File: src/rtl/ex_mem_stall.sv
// EX/MEM pipeline register with stall, bubble and flush handling, plus the
// feedback path that carries a multi-cycle op's partial result back into EX.
module ex_mem_stall #(
  parameter int unsigned DW = 32,
  parameter int unsigned AW = 5,
  parameter int unsigned CW = 2
) (
  input  logic            clk,
  input  logic            rst_,
  input  logic            stall_ex,
  input  logic            stall_mem,
  input  logic            flush,

  input  logic            ex_o_valid,
  input  logic            ex_o_wreg,
  input  logic [AW-1:0]   ex_o_waddr,
  input  logic [DW-1:0]   ex_o_wdata,
  input  logic            ex_o_we_hilo,
  input  logic [DW-1:0]   ex_o_wdata_hi,
  input  logic [DW-1:0]   ex_o_wdata_lo,
  input  logic [2*DW-1:0] ex_o_hilo_tmp,
  input  logic [CW-1:0]   ex_o_cnt,

  output logic            mem_i_valid,
  output logic            mem_i_wreg,
  output logic [AW-1:0]   mem_i_waddr,
  output logic [DW-1:0]   mem_i_wdata,
  output logic            mem_i_we_hilo,
  output logic [DW-1:0]   mem_i_wdata_hi,
  output logic [DW-1:0]   mem_i_wdata_lo,
  output logic [2*DW-1:0] ex_i_hilo_tmp,
  output logic [CW-1:0]   ex_i_cnt
);

  // Action priority: reset > flush > bubble > load > hold. Hold is simply the
  // absence of an assignment, so every output keeps its value.
  // NOTE: non-blocking assignments keep every register sampling the pre-edge
  // value of its inputs, which is what makes this a true pipeline stage.
  always_ff @(posedge clk) begin
    if (!rst_ || flush) begin
      mem_i_valid    <= 1'b0;
      mem_i_wreg     <= 1'b0;
      mem_i_waddr    <= '0;
      mem_i_wdata    <= '0;
      mem_i_we_hilo  <= 1'b0;
      mem_i_wdata_hi <= '0;
      mem_i_wdata_lo <= '0;
      ex_i_hilo_tmp  <= '0;
      ex_i_cnt       <= '0;
    end else if (!stall_ex) begin
      // Load: MEM stall without EX stall is the stall controller's problem,
      // so it is deliberately treated the same as a plain load.
      mem_i_valid    <= ex_o_valid;
      mem_i_wreg     <= ex_o_wreg;
      mem_i_waddr    <= ex_o_waddr;
      mem_i_wdata    <= ex_o_wdata;
      mem_i_we_hilo  <= ex_o_we_hilo;
      mem_i_wdata_hi <= ex_o_wdata_hi;
      mem_i_wdata_lo <= ex_o_wdata_lo;
      ex_i_hilo_tmp  <= '0;
      ex_i_cnt       <= '0;
    end else if (!stall_mem) begin
      // Bubble: MEM sees a NOP while EX's partial result loops back.
      mem_i_valid    <= 1'b0;
      mem_i_wreg     <= 1'b0;
      mem_i_waddr    <= '0;
      mem_i_wdata    <= '0;
      mem_i_we_hilo  <= 1'b0;
      mem_i_wdata_hi <= '0;
      mem_i_wdata_lo <= '0;
      ex_i_hilo_tmp  <= ex_o_hilo_tmp;
      ex_i_cnt       <= ex_o_cnt;
    end
  end

endmodule

File: config.mk
export PLATFORM = sky130hd
export DESIGN_NAME = ex_mem_stall
export DESIGN_NICKNAME = d
export VERILOG_FILES = /design/src/rtl/ex_mem_stall.sv
export SDC_FILE = /design/constraint.sdc
export NUM_CORES = 1
export LEC_CHECK = 0
export CORE_ASPECT_RATIO = 0.8
export CORE_MARGIN = 8
export CORE_UTILIZATION = 39
export DETAILED_ROUTE_END_ITERATION = 16
export HOLD_SLACK_MARGIN = 0.15
export PLACE_DENSITY = 0.8
export SETUP_SLACK_MARGIN = 0.2
export SLEW_MARGIN = 10
export SYNTH_ARGS = -nofsm -noshare
export SYNTH_HDL_FRONTEND = slang
export SYNTH_SLANG_ARGS = --single-unit
File: constraint.sdc
create_clock -name clk -period 1 [get_ports clk]
set_clock_uncertainty 0.05 [all_clocks]
set_input_delay 0.15 -clock clk [delete_from_list [all_inputs] [get_ports clk]]
set_output_delay 0.15 -clock clk [all_outputs]
set_load 0.01 [all_outputs]
; ---- Yosys cells after proc, flatten, opt, wreduce, memory -nomap -nowiden
; Cells that the tools add are included.
[word_totals]
ff_bits = 170
mem_count = 0
output_inout_bits = 170
latch_bits = 0
elab_cells = 24
in_bits = 175
mem_bits_rw = 0
mem_bits_ro = 0
[classes]
n_reduce_logical = 3
order_cmp = 0
bitwise_logic = 1
multipliers = 0
div_mod_pow = 0
mux = 10
n_shift = 0
n_addsub = 0
eq_ne = 1
[ops]
columns = cell, n
row1 = two-way mux 32 bit, 4
row2 = two-way mux 5 bit, 2
row3 = two-way mux 1 bit, 4
row4 = "inequality test 2 bit, second input constant", 1
row5 = OR reduction 2 bit, 1
row6 = logical NOT 1 bit, 1
row7 = logical OR 1 bit, 1
row8 = NOT 1 bit, 1

; ---- Longest topological paths before layout
[depth]
word_depth = 3
mapped_depth = 5
mapped_depth_nobuf = 2

; ---- Least setup slack after synthesis
; OpenSTA, ideal clock, no wires.
[synth_timing]
kind = input -> register
startpoint = input port stall_mem
endpoint = register ex_i_hilo_tmp[27]
n_path_buf = 2
setup_time_ps = 114
stages = 4
t_required_ps = 836
path_slack_ps = 72
t_arrival_ps = 763
cell_sequence = buf_4 buf_2 mux2i_1 nor2_1
[synth_lines]
columns = item, line_no
row1 = start: declaration, 11  ; input logic stall_mem,
row2 = end signal: assignment, 71  ; ex_i_hilo_tmp <= ex_o_hilo_tmp;
row3 = end: declaration, 31  ; output logic [2*DW-1:0] ex_i_hilo_tmp,

; ---- Worst setup path after layout
[layout_timing]
startpoint = register ex_i_hilo_tmp[36]
endpoint = output port ex_i_hilo_tmp[36]
; No word-level cell between the ends.

==> results by group <==
Synth
  • Post-synth top cells: dfxtp_1 (170), nand2b_1 (105), nand3_1 (104)
  • Mapped Area: 6430 um2
  • Async SR Flop Fraction: 0%
  • EDFF count, synth: 0
  • Synth top area cells: dfxtp_1 (53%), mux2i_1 (10%), nand2b_1 (10%), nand3_1 (8.1%), a21oi_1 (7.3%)
  • Cells after synthesis: 677
  • FF+latch count, synth: 170
  • Ys Warns: 0
  • Synth Net Count: 852
  • Post-synth top flop: dfxtp_1
  • Post-synth top area share: a little over half
  • Count leader, synth: dfxtp_1
  • Syn avg cell area: 9.50 um2
  • Post-synthesis sequential area ratio: 52.9%
  • Cell taking the most area after synthesis: dfxtp_1
  • Netlist cell types: 12

STA
  • Unrepaired setup endpoints after global routing: yes
  • Final Hold Fails: 0
  • Crit share post-route: 108%
  • Worst-Margin Slew: 0.269 ns
  • Max-slew violations: 0
  • Post-route minimum period: roughly 1.1 ns
  • Max-slew headroom: 82.1%
  • FMAX: 924 MHz
  • Setup Viol. Count Final: 170
  • Setup ws final: -0.0822 ns

Critical path
  • Crit-path max FO: 2
  • CP top delay family: flip-flops
  • WP data arrival: 0.88 ns
  • Worst Setup Path Type: reg -> out
  • CP Data Required Time: 0.80 ns
  • Crit path cell chain: buf_6
  • Worst-path cell with the longest stage delay: dfxtp_2
  • CP endpoint kind: output pin
  • Worst path max stage delay: 0.35 ns
  • CP Buf/Inv Count: 1
  • Crit path launch type: flop

GRT
  • Vias in the first global route: 6544
  • First-pass GRT wire length: 35600 um
  • GRT busiest layer: met2
  • Initial antenna violation count: 1
  • GR Util All Layers: 21.5%
  • M3 GR Usage: 10.5%
  • Largest net degree at the start of global routing: 64
  • Met1 Resource Use GR: 22.0%
  • GRT Residual Overflow: 0
  • Met2 usage: between 30% and 40%

Route
  • First DRT Iteration DRCs: 368
  • Remaining antenna violation count: 0
  • Vias: 6345
  • Average vias per placed instance: 4.86
  • Drt wl/cell: 18.3 um
  • Detailed Route WL: ~24000 um
  • Initial DRT Pass Iterations: 5
  • DR DRC count: 0

Final layout
  • Fillers: ~1100
  • Area grow syn2layout: 86.6%
  • Final core occ: about 73%
  • Share of layout cells above drive strength 1: 48.0%
  • Nets: 1247
  • Final instance area: 12000 um2

Die
  • Core area: 16300 um2
  • Site Rows: 42
  • Die height: 131 um
  • Die X: approximately 160 um
  • # IOs: 345
  • Full die area: 20900 um2
  • Initial Util: 39.3%

Place
  • HPWL after DPL: 16300 um
  • Port Buffers: approximately 340
  • GPL Wtd Cong: 0.758
  • Cell Area, Placed: 10300 um2

Power
  • Pwr/cell area: 1320 nW/um2
  • Sequential share of power: 44.6%
  • Clock share of power: 40.6%
  • Internal: 12000 uW
  • Worst VDD drop: 1160 uV
  • Logic pwr share: 14.8%
  • Switching Share: 24.6%
  • Switching Power: 3910 uW
  • Leakage: ~0.0050 uW

Clocking
  • CTS sink cnt: 170
  • Latest clock arrival within the worst-skew pair: 0.42 ns
  • Clock buffer depth: 2
  • Root buffer cell: clkbuf_16
  • CTS clock-pin slew for the worst setup and hold paths: 0.07 ns
  • CTS H-Tree Depth: 4
  • Total CTS buffers: 17
  • CTS tree: done

Worst hold path
  • Hold Path Class: in -> reg

Run
  • Max-cap viol count: 0

Outcome
  • Status: finished, violations left
  • Failing checks: negative setup slack
## path summary, 6_finish.rpt
kind | start | to | slack (ns) | cells after the start
min | stall_mem | mem_i_waddr[1] | 0.14 | 4
max reg2reg | ex_i_hilo_tmp[24] | ex_i_hilo_tmp[24] | 0.08 | 4
max | ex_i_hilo_tmp[36] | ex_i_hilo_tmp[36] | -0.08 | 1
min reg2reg | mem_i_wdata[25] | mem_i_wdata[25] | 0.42 | 2
## power by group through the flow
stage               Clock (uW)  Combinational [uW]  Sequential, uW
CTS                       6600                2240            7090
floorplan                    0                 825            7260
global route              6900                2500            7110
finish                    6450                2350            7090
global placement             0                2060            7170
detailed placement           0                2090            7180
## kinds of logic after synthesis
| group | after synthesis | synth area share, % |
|---|---|---|
| flip-flops | 170 | 52.9 |
| multiplexers | 66 | 10.3 |
| AO/OA/AOI/OAI | 104 | 8.68 |
| buffers and inverters | 61 | 5.76 |
| AND/OR/NAND/NOR | 276 | 22.3 |
## worst reg2reg max path, stage by stage, from the launching register on
cell and delay, ns:
dfxtp_2 0.33, buf_6 0.11, buf_6 0.10, mux2i_2 0.16, nor2_1 0.07
## placed cells by master (no fill, tap or decap), drive strengths merged
master	netlist	layout
dlygate4sd2	0	1
clkinv	0	5
diode	0	1
inv	0	7
nand3	104	104
mux2i	66	66
dfxtp	170	170
clkdlybuf4s50	0	170
nand3b	1	1
clkdlybuf4s15	0	1
clkbuf	15	18
buf	46	261
a21oi	104	104
nor2	66	66
bufinv	0	1
bufbuf	0	4
clkinvlp	0	1
nand2b	105	105
## registers in the layout, summed over array words and instances (netlist names)
register	flops
ex_i_cnt	2
mem_i_we_hilo	1
mem_i_valid	1
mem_i_wreg	1
ex_i_hilo_tmp	64
mem_i_wdata_hi	32
mem_i_wdata	32
mem_i_waddr	5
mem_i_wdata_lo	32
## routing by layer
layer,part of all wire [%],up-vias
met5,0,-
met4,2.0,0
met3,11,32
met2,50,260
met1,37,2983
li1,-,3070
## area by class of cell
cell class	count	area, um2	share of cell area, %
timing repair buffer	437	4680	39.0
sequential	170	3620	30.1
clock inverter	14	134	1.12
tap	220	275	2.29
antenna	1	2.50	0.0209
multi-input combinational	446	2850	23.8
clock buffer	18	439	3.66
## per-stage QoR
stage	TNS, ns	setup slack (ns)	hold slack [ns]	power [uW]	cells
final	-10.03	-0.0822	0.142	15900	1306
after global routing	-16.70	-0.126	0.131	16500	1306
after CTS	-14.15	-0.110	0.120	15900	1270
after detailed placement	-62.56	-0.339	0.407	9270	1223
after global placement	-57.73	-0.297	0.402	9240	1223
after floorplan	0	0.153	0.244	8080	677
## timing repair
item	in CTS	in global routing
endpoints found under the setup margin	340	198
cloned	5	0
resized for setup	1047	48
hold endpoints to repair	6	3
pin swaps	3	34
setup buffers	10	35
No activity file was read; power rests on OpenSTA's default activity.
